--- src/rtl/axis_arb_pkg.sv ---
// Shared types and helpers for the packet round-robin arbiter.
package axis_arb_pkg;

  localparam int LEN_W = 16;
  localparam int CNT_W = 16;
  localparam int MAX_N = 8;

  typedef enum logic [0:0] {
    ST_IDLE = 1'b0,
    ST_XFER = 1'b1
  } state_e;

  typedef struct packed {
    logic       found;
    logic [2:0] idx;
  } rr_result_t;

  // Rotating search: first set bit of req at last_grant+1, +2, ... (mod n).
  function automatic rr_result_t rr_next(input logic [MAX_N-1:0] req,
                                         input logic [2:0]       last_grant,
                                         input int               n);
    rr_result_t res;
    logic [2:0] j;
    res = '{found: 1'b0, idx: 3'd0};
    for (int i = 1; i <= MAX_N; i++) begin
      if (i <= n) begin
        j = 3'((int'(last_grant) + i) % n);
        if (!res.found && req[j]) begin
          res.found = 1'b1;
          res.idx   = j;
        end else begin
          res = res;
        end
      end else begin
        res = res;
      end
    end
    return res;
  endfunction

endpackage

--- src/rtl/axis_pkt_arb_if.sv ---
// Requester-side and buffer-side AXI-Stream signals of the packet arbiter.
interface axis_pkt_arb_if #(
  parameter int N      = 4,
  parameter int DATA_W = 8,
  parameter int USER_W = 16
);
  logic [N*DATA_W-1:0] i_req_axis_data;
  logic [N*USER_W-1:0] i_req_axis_user;
  logic [N-1:0]        i_req_axis_valid;
  logic [N-1:0]        i_req_axis_last;
  logic [N-1:0]        o_req_axis_ready;
  logic [DATA_W-1:0]   o_axis_data;
  logic [USER_W-1:0]   o_axis_user;
  logic                o_axis_valid;
  logic                o_axis_last;
  logic                i_axis_ready;

  // Arbiter view.
  modport master (
    input  i_req_axis_data, i_req_axis_user, i_req_axis_valid, i_req_axis_last, i_axis_ready,
    output o_req_axis_ready, o_axis_data, o_axis_user, o_axis_valid, o_axis_last
  );

  // Environment view (requesters and buffer).
  modport slave (
    output i_req_axis_data, i_req_axis_user, i_req_axis_valid, i_req_axis_last, i_axis_ready,
    input  o_req_axis_ready, o_axis_data, o_axis_user, o_axis_valid, o_axis_last
  );
endinterface

--- src/rtl/axis_pkt_arb_rr_pick.sv ---
// Combinational rotating priority encoder: first requester after ptr.
module rr_pick
  import axis_arb_pkg::*;
#(
  parameter  int N     = 4,
  localparam int IDX_W = $clog2(N)
) (
  input  logic [N-1:0]     req,
  input  logic [IDX_W-1:0] ptr,
  output logic [IDX_W-1:0] idx,
  output logic             found
);

  rr_result_t res_s;

  // Search the request vector starting one position after the pointer.
  always_comb begin
    res_s = rr_next(8'(req), 3'(ptr), N);
  end

  assign idx   = IDX_W'(res_s.idx);
  assign found = res_s.found;

endmodule

--- src/rtl/axis_pkt_arb.sv ---
// Packet-granular round-robin merge of N AXI-Stream requesters into one
// stream, with per-packet beat-count versus declared-length checking.
module axis_pkt_arb
  import axis_arb_pkg::*;
#(
  parameter  int N      = 4,
  parameter  int DATA_W = 8,
  parameter  int USER_W = 16,
  localparam int IDX_W  = $clog2(N)
) (
  input  logic              i_clk,
  input  logic              i_rst_n,
  axis_pkt_arb_if.master    bus,
  output logic [IDX_W-1:0]  o_grant_id,
  output logic              o_busy,
  output logic              o_len_err,
  output logic [CNT_W-1:0]  o_pkt_cnt
);

  state_e             state_r;
  logic [IDX_W-1:0]   grant_r;
  logic [IDX_W-1:0]   last_grant_r;
  logic [LEN_W-1:0]   beat_cnt_r;
  logic [LEN_W-1:0]   len_q_r;
  logic               len_err_r;
  logic [CNT_W-1:0]   pkt_cnt_r;

  logic [IDX_W-1:0]   pick_idx_s;
  logic               pick_found_s;
  logic [DATA_W-1:0]  sel_data_s;
  logic [USER_W-1:0]  sel_user_s;
  logic               sel_valid_s;
  logic               sel_last_s;
  logic               hs_s;
  logic [LEN_W-1:0]   cur_len_s;
  logic [LEN_W:0]     count_s;
  logic               mismatch_s;

  rr_pick #(.N(N)) u_pick (
    .req   (bus.i_req_axis_valid),
    .ptr   (last_grant_r),
    .idx   (pick_idx_s),
    .found (pick_found_s)
  );

  // Select the granted requester and evaluate the end-of-packet length check.
  always_comb begin
    sel_data_s  = bus.i_req_axis_data[grant_r*DATA_W +: DATA_W];
    sel_user_s  = bus.i_req_axis_user[grant_r*USER_W +: USER_W];
    sel_valid_s = bus.i_req_axis_valid[grant_r];
    sel_last_s  = bus.i_req_axis_last[grant_r];
    hs_s        = (state_r == ST_XFER) && sel_valid_s && bus.i_axis_ready;
    // On the first beat len_q is not loaded yet, so use this beat's tuser.
    if (beat_cnt_r == {LEN_W{1'b0}}) begin
      cur_len_s = LEN_W'(sel_user_s);
    end else begin
      cur_len_s = len_q_r;
    end
    // One bit wider so a saturated counter can never match a 16-bit length,
    // and a declared length of zero can never match a count of at least one.
    count_s    = {1'b0, beat_cnt_r} + {{LEN_W{1'b0}}, 1'b1};
    mismatch_s = (count_s != {1'b0, cur_len_s});
  end

  // Drive the merged stream and the per-requester ready only while transferring.
  always_comb begin
    bus.o_axis_data      = {DATA_W{1'b0}};
    bus.o_axis_user      = {USER_W{1'b0}};
    bus.o_axis_valid     = 1'b0;
    bus.o_axis_last      = 1'b0;
    bus.o_req_axis_ready = {N{1'b0}};
    if (state_r == ST_XFER) begin
      bus.o_axis_data               = sel_data_s;
      bus.o_axis_user               = sel_user_s;
      bus.o_axis_valid              = sel_valid_s;
      bus.o_axis_last               = sel_last_s;
      bus.o_req_axis_ready[grant_r] = bus.i_axis_ready;
    end else begin
      bus.o_req_axis_ready = {N{1'b0}};
    end
  end

  // Arbitration FSM with beat/packet counters and the registered error pulse.
  always_ff @(posedge i_clk or negedge i_rst_n) begin
    if (!i_rst_n) begin
      state_r      <= ST_IDLE;
      grant_r      <= {IDX_W{1'b0}};
      last_grant_r <= IDX_W'(N - 1);
      beat_cnt_r   <= {LEN_W{1'b0}};
      len_q_r      <= {LEN_W{1'b0}};
      len_err_r    <= 1'b0;
      pkt_cnt_r    <= {CNT_W{1'b0}};
    end else begin
      len_err_r <= 1'b0;
      case (state_r)
        ST_IDLE: begin
          if (pick_found_s) begin
            grant_r    <= pick_idx_s;
            beat_cnt_r <= {LEN_W{1'b0}};
            state_r    <= ST_XFER;
          end else begin
            state_r <= ST_IDLE;
          end
        end
        ST_XFER: begin
          if (hs_s) begin
            if (beat_cnt_r == {LEN_W{1'b0}}) begin
              len_q_r <= LEN_W'(sel_user_s);
            end else begin
              len_q_r <= len_q_r;
            end
            if (sel_last_s) begin
              len_err_r    <= mismatch_s;
              pkt_cnt_r    <= pkt_cnt_r + {{(CNT_W-1){1'b0}}, 1'b1};
              last_grant_r <= grant_r;
              beat_cnt_r   <= {LEN_W{1'b0}};
              state_r      <= ST_IDLE;
            end else if (beat_cnt_r != {LEN_W{1'b1}}) begin
              beat_cnt_r <= beat_cnt_r + {{(LEN_W-1){1'b0}}, 1'b1};
            end else begin
              // Saturate; the packet will be flagged when last arrives.
              beat_cnt_r <= beat_cnt_r;
            end
          end else begin
            state_r <= ST_XFER;
          end
        end
        default: begin
          state_r <= ST_IDLE;
        end
      endcase
    end
  end

  assign o_grant_id = grant_r;
  assign o_busy     = (state_r == ST_XFER);
  assign o_len_err  = len_err_r;
  assign o_pkt_cnt  = pkt_cnt_r;

endmodule

--- src/flat_wrapper.sv ---
// flat-port wrapper written by rule: the top's interface ports become plain ports
module axis_pkt_arb_flat import axis_arb_pkg::*;
#(
  parameter  int N      = 4,
  parameter  int DATA_W = 8,
  parameter  int USER_W = 16,
  localparam int IDX_W  = $clog2(N)
)
  (i_clk, i_rst_n, o_grant_id, o_busy, o_len_err, o_pkt_cnt, bus_i_req_axis_data, bus_i_req_axis_user, bus_i_req_axis_valid, bus_i_req_axis_last, bus_i_axis_ready, bus_o_req_axis_ready, bus_o_axis_data, bus_o_axis_user, bus_o_axis_valid, bus_o_axis_last);
  axis_pkt_arb_if #(.N(N), .DATA_W(DATA_W), .USER_W(USER_W)) bus_i ();
  input  logic i_clk;
  input  logic i_rst_n;
  output logic [IDX_W-1:0] o_grant_id;
  output logic o_busy;
  output logic o_len_err;
  output logic [CNT_W-1:0] o_pkt_cnt;
  input wire logic [$bits(bus_i.i_req_axis_data)-1:0] bus_i_req_axis_data;
  input wire logic [$bits(bus_i.i_req_axis_user)-1:0] bus_i_req_axis_user;
  input wire logic [$bits(bus_i.i_req_axis_valid)-1:0] bus_i_req_axis_valid;
  input wire logic [$bits(bus_i.i_req_axis_last)-1:0] bus_i_req_axis_last;
  input wire logic [$bits(bus_i.i_axis_ready)-1:0] bus_i_axis_ready;
  output wire logic [$bits(bus_i.o_req_axis_ready)-1:0] bus_o_req_axis_ready;
  output wire logic [$bits(bus_i.o_axis_data)-1:0] bus_o_axis_data;
  output wire logic [$bits(bus_i.o_axis_user)-1:0] bus_o_axis_user;
  output wire logic [$bits(bus_i.o_axis_valid)-1:0] bus_o_axis_valid;
  output wire logic [$bits(bus_i.o_axis_last)-1:0] bus_o_axis_last;
  assign bus_i.i_req_axis_data = bus_i_req_axis_data;
  assign bus_i.i_req_axis_user = bus_i_req_axis_user;
  assign bus_i.i_req_axis_valid = bus_i_req_axis_valid;
  assign bus_i.i_req_axis_last = bus_i_req_axis_last;
  assign bus_i.i_axis_ready = bus_i_axis_ready;
  assign bus_o_req_axis_ready = bus_i.o_req_axis_ready;
  assign bus_o_axis_data = bus_i.o_axis_data;
  assign bus_o_axis_user = bus_i.o_axis_user;
  assign bus_o_axis_valid = bus_i.o_axis_valid;
  assign bus_o_axis_last = bus_i.o_axis_last;
  axis_pkt_arb #(.N(N), .DATA_W(DATA_W), .USER_W(USER_W)) u_core (.i_clk(i_clk), .i_rst_n(i_rst_n), .bus(bus_i), .o_grant_id(o_grant_id), .o_busy(o_busy), .o_len_err(o_len_err), .o_pkt_cnt(o_pkt_cnt));
endmodule
--- config.mk ---
export PLATFORM = sky130hd
export DESIGN_NAME = axis_pkt_arb_flat
export DESIGN_NICKNAME = d
export VERILOG_FILES = /design/src/rtl/axis_arb_pkg.sv /design/src/rtl/axis_pkt_arb_if.sv /design/src/rtl/axis_pkt_arb_rr_pick.sv /design/src/rtl/axis_pkt_arb.sv /design/src/flat_wrapper.sv
export SDC_FILE = /design/constraint.sdc
export NUM_CORES = 1
export LEC_CHECK = 0
export CAP_MARGIN = 10
export CORE_UTILIZATION = 40
export DETAILED_ROUTE_END_ITERATION = 10
export HOLD_SLACK_MARGIN = 0.08
export PLACE_DENSITY = 0.79
export SLEW_MARGIN = 20
export SYNTH_ARGS = -nofsm -noshare
export SYNTH_HDL_FRONTEND = slang
export SYNTH_SLANG_ARGS = --single-unit
--- constraint.sdc ---
create_clock -name i_clk -period 2 [get_ports i_clk]
set_input_delay 0.3 -clock i_clk [delete_from_list [all_inputs] [get_ports i_clk]]
set_output_delay 0.3 -clock i_clk [all_outputs]
set_load 0.005 [all_outputs]
**Word level (Yosys, flattened, before mapping)**

Cells that the tools add are included.
Widths: inputs -> output; s select.

- Memories: 0
- RAM bits: 0
- Memory bits (read-only): 0
- Register bits: 54
- Bits in latches: 0
- Word-level logic and storage cells: 87

- Muxes and demuxes: 36
- Divide/modulo/power cells: 0
- Order comparisons: 6
- Reduce and logical (&&, ||, !) cells: 18
- $mul: 0
- Add/sub/neg operators: 7
- Shift operators: 2
- Bitwise gates (word level): 6
- Equal/unequal tests: 5

Operators by type and width:

| cell | number |
|---|---|
| $mux 16 | 6 |
| $shiftx 64x7->16 | 1 |
| $add 16x1->16 const B | 2 |
| $pmux 16 s2 | 1 |
| $shiftx 32x6->8 | 1 |
| $mux 4 | 5 |
| $add 16x1->17 const B | 1 |
| $ne 17x16->1 | 1 |
| $logic_not 16->1 | 1 |
| $lt 3x4->1 const B | 4 |
| $ne 16x16->1 const B | 1 |
| $mux 1 | 15 |
| $bmux 1 s3 | 4 |
| $mux 8 | 1 |
| $reduce_or 2->1 | 4 |
| $logic_and 1x1->1 | 6 |
| $reduce_and 3->1 | 2 |
| $add 2x1->2 const B | 2 |
| $add 2x2->2 const B | 2 |
| $and 1x1->1 const A | 4 |
| $and 4x4->4 | 1 |
| $bmux 1 s2 | 2 |
| $ne 2x2->1 const B | 2 |
| $reduce_and 2->1 | 2 |
| 7 further kinds | 9 |

**Longest topological paths before layout**

Gate-level depths: netlist of run 1.

- Depth in word-level cells: 17
- Gate-level depth with buffers: 11
- Depth with buffers taken out: 9

**Cells and area by module**

From an unflattened synthesis of run 1, not the netlist that was laid out.

- Cells, all modules: 381
- Area total of the unflattened synthesis: 3993.8 µm²

By module, submodules not included:

| module | area each (µm²) | sequential area each (µm²) | cells an instance | instances |
|---|---|---|---|---|
| axis_pkt_arb | 3902.5 | 1353.8 | 367 | 1 |
| rr_pick | 91.3 | 0.0 | 14 | 1 |

**Worst setup path after synthesis of run 1**

No wires, ideal clock.

- Kind: register to register
- From: register u_core.beat_cnt_r[0]
- To: register u_core.len_err_r, in the netlist u_core.o_len_err
- Slack: -7 ps
- Buffers on the path: 2
- Stages on the path, launching flop included: 12
- Arrival time: 1878 ps
- Data required time: 1871 ps
- Path through: dfrtp_1 -> inv_1 -> ha_1 -> nor4b_2 -> nand4_1 -> buf_6 -> buf_12 -> mux2i_1 -> xnor2_1 -> nand4_1 -> nor4_1 -> a21oi_1

- Cells in the longest elaborated chain, start to end: 6

RTL lines:

| item | RTL line | RTL |
|---|---|---|
| start: declaration | axis_pkt_arb.sv:23 | `logic [LEN_W-1:0] beat_cnt_r;` |
| start signal: assignment | axis_pkt_arb.sv:89 | `beat_cnt_r <= {LEN_W{1'b0}};` |
| start signal: assignment | axis_pkt_arb.sv:99 | `beat_cnt_r <= {LEN_W{1'b0}};` |
| start signal: assignment | axis_pkt_arb.sv:116 | `beat_cnt_r <= {LEN_W{1'b0}};` |
| parallel branches: the longest is 2 deep, another holds $add 16x1->17 | - |  |
| $ne 17x16->1 (*) | axis_pkt_arb.sv:62 | `mismatch_s = (count_s != {1'b0, cur_len_s});` |
| $mux 1 (*) | axis_pkt_arb.sv:112 | `if (sel_last_s) begin` |
| $mux 1 (*) | axis_pkt_arb.sv:106 | `if (hs_s) begin` |
| $mux 1 (*) | axis_pkt_arb.sv:95 | `case (state_r)` |
| end signal: assignment | axis_pkt_arb.sv:113 | `len_err_r <= mismatch_s;` |
| end: declaration | axis_pkt_arb.sv:25 | `logic len_err_r;` |

Mark *: on every way between the ends.
A chain may end at the register's enable or synchronous reset.

**Final worst setup path of run 1**

Same ends and word-level chain as after synthesis.

==> results of run 1 <==
per-stage QoR:
stage | cells | util [%] | worst slack [ps] | TNS (ps) | hold WS [ps]
final | 722 | 73.83 | -327.7 | -12680 | 473.8
after global routing | 722 | 73.83 | -400.7 | -17190 | 506.4
after CTS | 717 | 69.22 | -277.4 | -5309 | 488.7
after detailed placement | 682 | 64.33 | -353.1 | -13970 | 304.7
after floorplan | 355 | - | -6.398 | -6.398 | 4.409
after global placement | 682 | 64.33 | -325.6 | -12510 | 303.2
layout make-up:
type,count,area share (%)
clock buffer,5,0.9993
clock inverter,3,0.3089
inverter,6,0.3270
multi-input combinational,273,41.01
sequential,54,19.68
tap,129,2.344
timing repair buffer,252,35.34
per-layer routing:
metal / wire, µm / part of all wire (%) / global-route usage [%] / up-vias
met5: 0 / 0 / 0 / -
met4: 335 / 2.6 / 7.581 / 0
met3: 735 / 5.7 / 4.508 / 30
met2: 7009 / 54 / 43.52 / 182
met1: 4881 / 38 / 28.59 / 1901
li1: - / - / - / 1762
sequential cells by signal, indices dropped and copies added (netlist names):
name                 cells
u_core.o_grant_id        2
u_core.beat_cnt_r       16
u_core.o_len_err         1
u_core.o_busy            1
u_core.len_q_r          16
u_core.last_grant_r      2
u_core.o_pkt_cnt        16
synth_stat cells, types with 2 or more instances:
cell type,count
inv_1,6
and2_1,26
dfrtp_1,52
ha_1,3
a21oi_1,2
xor2_1,11
o21ai_0,19
nand3_1,12
nand2_1,24
a31oi_1,3
mux2i_1,15
and3_1,7
nor2_1,18
buf_4,3
nand4_1,7
nand2b_1,6
nor4_2,3
nor4_1,3
nor2b_1,3
mux4_2,26
buf_2,9
o41ai_1,2
buf_6,5
xnor2_1,34
nor3_1,6
dfstp_2,2
clkbuf_1,4
o31ai_1,10
mux2_2,16
power breakdown:
group | internal, µW | switching, µW
combinational | 3440 | 2330
clock | 247 | 385
sequential | 1380 | 246
path summary, 6_finish.rpt:
check	end	cells past startpoint	slack [ps]	start
worst max-delay path	u_core.o_len_err	11	-330	u_core.beat_cnt_r[0]
worst min register to register	u_core.o_pkt_cnt[15]	1	480	u_core.o_pkt_cnt[15]
min in group i_clk	u_core.o_pkt_cnt[15]	1	480	u_core.o_pkt_cnt[15]
max in group asynchronous	u_core.len_q_r[15]	3	940	i_rst_n
worst max register to register	u_core.o_len_err	11	-330	u_core.beat_cnt_r[0]
worst min-delay path	u_core.o_pkt_cnt[15]	2	470	i_rst_n
cell usage in the layout (no fill, tap or decap), types with 6 or more instances in the layout:
cell / instances
nand2_2: 8
buf_12: 10
mux2_4: 16
xor2_1: 11
and2_4: 19
and2_1: 7
inv_1: 6
nand4_1: 7
nand3_1: 9
nand2_1: 15
xnor2_1: 31
buf_4: 65
mux4_2: 26
buf_6: 24
mux2i_1: 11
buf_8: 8
clkbuf_2: 12
clkdlybuf4s50_1: 124
and3_1: 7
buf_2: 7
o21ai_2: 10
nor2_1: 11
dfrtp_1: 51
repair_timing:
item,in CTS,in global routing
setup buffers,21,9
hold endpoints to repair,15,0
endpoints found under the setup margin,77,77
gates cloned,5,0
pin swaps,34,20
hold buffers,1,0
resized for setup,133,148
worst max-delay path, delay by kind of cell (launching register included):
family	cells	cell delay, ps
compound gates	1	100
simple gates	4	800
fa+ha+maj	1	140
flops	1	400
buf+inv	3	410
mux	1	220
xor+xnor	1	140
cells by family after synthesis:
logic type / Yosys count
simple gates: 126
xor+xnor: 45
buf+inv: 29
mux: 59
compound gates: 39
flops: 54
fa+ha+maj: 3
==> flow_summary.json, run 1 <==
{
  "synth_seq_cells": 54,
  "drt_pass1_iterations": 5,
  "skew_ps": 10.79,
  "path_clk_slew_ps": 110,
  "synth_cell_type_count": 47,
  "final_area_um2": 6887,
  "slowest_stage": "dfrtp_1",
  "grt_usage_pct": 23.97,
  "core_area_um2": 9328,
  "antenna_left": 0,
  "setup_ws_ps": -327.7,
  "die_h_um": 100.7,
  "period_minus_slack_ps": 2328,
  "synthAdderAreaFrac_pct": 0.9640,
  "synth_cells": 355,
  "drv_slew": 0,
  "crit_path_end_kind": "flip-flop",
  "dp_hpwl_um": 8529,
  "drive_gt1_share_pct": 45.03,
  "synth_top_cell_by_area": "dfrtp_1",
  "fillers": 569,
  "cts_sinks": 54,
  "area_growth_syn_to_layout_pct": 76.86,
  "cts_buffers": 5,
  "yosys.area_share.simple_pct": 18.77,
  "maxCapViolCount": 0,
  "finalHoldViolations": 0,
  "cts_buffer_depth": 2,
  "clk_latency_ps": 310,
  "grt_pass1_wl_um": 18900,
  "wl_per_cell_um": 17.95,
  "grt_pass1_vias": 3909,
  "cp_common_cell": "nand4_1",
  "yosysSeqAreaShare_pct": 34.77,
  "ys_async_sr_fraction_pct": 100.0,
  "tightest_slew_ps": 488.6,
  "synth_top_area_share_pct": 33.42,
  "p_per_area_nw_per_um2": 1168,
  "grt_overflow": 0,
  "start_kind": "flip-flop",
  "grt_max_degree": 37,
  "synth_top_family_by_area": "multiplexers",
  "regArea_um2": 1355,
  "cts_tree": "built",
  "h-tree-depth": 2,
  "synth-edff-count": 0,
  "port_buffers": 156,
  "p_total_uw": 8041,
  "p_leak_uw": 0.002963,
  "final_net_count": 702,
  "fin_crit_sh_pct": 116.4,
  "synth_compound_area_share_pct": 6.234,
  "cp.required_ps": 2200,
  "finalSetupViolCount": 78,
  "synth.area.top_cells": "dfrtp_1, mux4_2, xnor2_1, mux2_2, and2_1",
  "crit_path_cell_trace": "inv_1 -> ha_1 -> nor4b_4 -> nand4_1 -> buf_12 -> buf_4 -> mux2i_2 -> xnor2_1 -> nand4_1 -> nor4_2 -> a21oi_1",
  "rsz0062_at_grt": "true",
  "critPathKind": "flip-flop to flip-flop",
  "slowest_delay_ps": 400,
  "synth_top_flop_cell": "dfrtp_1",
  "dieArea_um2": 10130,
  "syn_nets": 465,
  "start_util_pct": 41.74,
  "avgSynthCellArea_um2": 10.97,
  "arrival_ps": 2530,
  "drt_iter0_drc": 210,
  "ir_drop_mv": 0.6245,
  "critPathMaxFanout": 11,
  "outcome": "finished, violations left",
  "diodes": 0,
  "grt_antenna_before_repair": 0,
  "drc": 0,
  "dpl_cell_area_um2": 6001,
  "netlist_area_um2": 3894,
  "vias_per_cell": 5.367,
  "ys_warn_count": 0,
  "hold_path_class": "primary input to asynchronous set/reset pin",
  "vias": 3875,
  "num_rows": 35,
  "synthXorXnorAreaFrac_pct": 10.12,
  "violations": "setup timing",
  "multi_input_area_um2": 2824,
  "fmax_ghz": 0.4296,
  "die_width_um": 100.7,
  "drt_wl_total_um": 12960,
  "synth.area.mux_share_pct": 24.39,
  "maxSlewHeadroom_pct": 67.42,
  "place.gp.congestion": 0.9013,
  "cts_root_buffer": "clkbuf_8",
  "io_pins": 157
}
Note: power is estimated with default switching activity, not from simulation.
==> inputs of run 2 (changes only) <==
- CTS_CLUSTER_DIAMETER: unset -> 200
==> results of run 2 <==
Same layout as run 1: the final DEF is identical, and so are final timing and power.
==> inputs of run 3 (changes only) <==
- CORE_UTILIZATION: 40 -> 55
- DONT_BUFFER_PORTS: unset -> 1
- PLACE_DENSITY: 0.79 -> 0.74
==> flow_summary.json, run 3 (synthesis gave the netlist of run 1 again) <==
{
  "h-tree-depth": 2,
  "maxCapViolCount": 0,
  "dp_hpwl_um": 7548,
  "skew_ps": 18.79,
  "outcome": "finished, violations left",
  "grt_overflow": 0,
  "place.gp.congestion": 0.8721,
  "drv_slew": 0,
  "path_buf_inv": 2,
  "final_area_um2": 4918,
  "path_clk_slew_ps": 110,
  "antenna_left": 0,
  "final_net_count": 521,
  "fin_crit_sh_pct": 112.6,
  "dpl_cell_area_um2": 4308,
  "drive_gt1_share_pct": 45.39,
  "port_buffers": 0,
  "fin_setup_tns_ps": -3451,
  "finalSetupViolCount": 38,
  "start_util_pct": 57.00,
  "wl_per_cell_um": 21.98,
  "cts_buffer_depth": 2,
  "place_ws_ps": -173.9,
  "die_h_um": 86.14,
  "clk_latency_ps": 320,
  "mostFrequentLayoutCells": "dfrtp_1, buf_4, xnor2_1, mux4_2",
  "final_util_pct": 72.00,
  "slowest_delay_ps": 430,
  "setup_ws_ps": -252.2,
  "cts_tree": "built",
  "regToRegSetupSlack_ps": -250,
  "grt_max_degree": 55,
  "final_cells": 510,
  "vias_per_cell": 6.186,
  "rsz0062_at_grt": "true",
  "maxSlewHeadroom_pct": 73.34,
  "grt_usage_pct": 28.86,
  "ir_drop_mv": 0.8841,
  "dp_cells": 482,
  "io_pins": 157,
  "violations": "setup timing",
  "slowest_stage": "dfrtp_1",
  "critPathKind": "flip-flop to flip-flop",
  "cpLargestDelayFamily": "simple AND/OR/NAND/NOR gates",
  "drc": 0,
  "grt_antenna_before_repair": 2,
  "grt_pass1_wl_um": 16130,
  "cts_root_buffer": "clkbuf_8",
  "vias": 3155,
  "dieArea_um2": 7420,
  "period_minus_slack_ps": 2252,
  "p_leak_uw": 0.002052,
  "arrival_ps": 2450,
  "hold_path_class": "primary input to flip-flop",
  "drt_iter0_drc": 307,
  "area_growth_syn_to_layout_pct": 26.32,
  "crit_path_cell_trace": "nor4_1 -> nand4_1 -> buf_6 -> buf_12 -> mux2i_2 -> xor2_1 -> nor4_2 -> a21oi_1",
  "crit_path_end_kind": "flip-flop",
  "layout_commonest_cell": "dfrtp_1",
  "cts_sinks": 54,
  "cp.required_ps": 2200,
  "finalHoldViolations": 0,
  "cts_buffers": 5,
  "critPathMaxFanout": 13,
  "num_rows": 30,
  "grt_pass1_vias": 3163,
  "start_kind": "flip-flop",
  "tightest_slew_ps": 396.3,
  "drt_pass1_iterations": 4,
  "drt_wl_total_um": 11210,
  "fmax_ghz": 0.4440,
  "p_per_area_nw_per_um2": 1330,
  "die_width_um": 86.14,
  "core_area_um2": 6832
}
run 3: area by class of cell:
type | instances | area [µm²]
Sequential cell | 54 | 1356
Clock inverter | 3 | 23.77
Multi-Input combinational cell | 273 | 2608
Timing Repair Buffer | 71 | 714.4
Antenna cell | 2 | 5.005
Tap cell | 96 | 120.1
Clock buffer | 5 | 68.82
Fill cell | 460 | 1913
Inverter | 6 | 22.52
run 3: worst paths after layout:
kind / end / start / cells after the start
min reg2reg: u_core.o_pkt_cnt[15] / u_core.o_pkt_cnt[15] / 1
min in group asynchronous: u_core.beat_cnt_r[7] / i_rst_n / 2
max: u_core.o_len_err / u_core.beat_cnt_r[8] / 8
max in group asynchronous: u_core.last_grant_r[1] / i_rst_n / 2
max reg2reg: u_core.o_len_err / u_core.beat_cnt_r[8] / 8
min: u_core.o_grant_id[1] / bus_i_req_axis_valid[2] / 2
run 3: metrics by stage:
stage | power (µW) | hold WS (ps)
after detailed placement | 4878 | 6.934
after global routing | 6893 | 208.9
after CTS | 5956 | 166.9
after floorplan | 4102 | 4.409
after global placement | 4763 | 6.958
final | 6543 | 178.0
run 3: layer usage:
metal,wire [µm],track usage (%),vias to the layer above
li1,-,-,1395
met1,4011,35.08,1580
met2,6146,50.87,155
met3,742,5.871,25
met4,311,10.15,0
met5,0,0,-
run 3: what timing repair did:
action	4_1_cts	5_1_grt
setup buffers	5	7
hold endpoints to repair	54	0
pin swaps	2	6
setup endpoints to repair	43	62
hold buffers	2	0
resized for setup	32	66
gates cloned	2	2
run 3: where the power goes:
part / total (µW) / internal [µW] / switching [µW]
Combinational: 4250 / 2390 / 1860
Sequential: 1640 / 1380 / 258
Clock: 649 / 252 / 397
Total: 6540 / 4020 / 2520
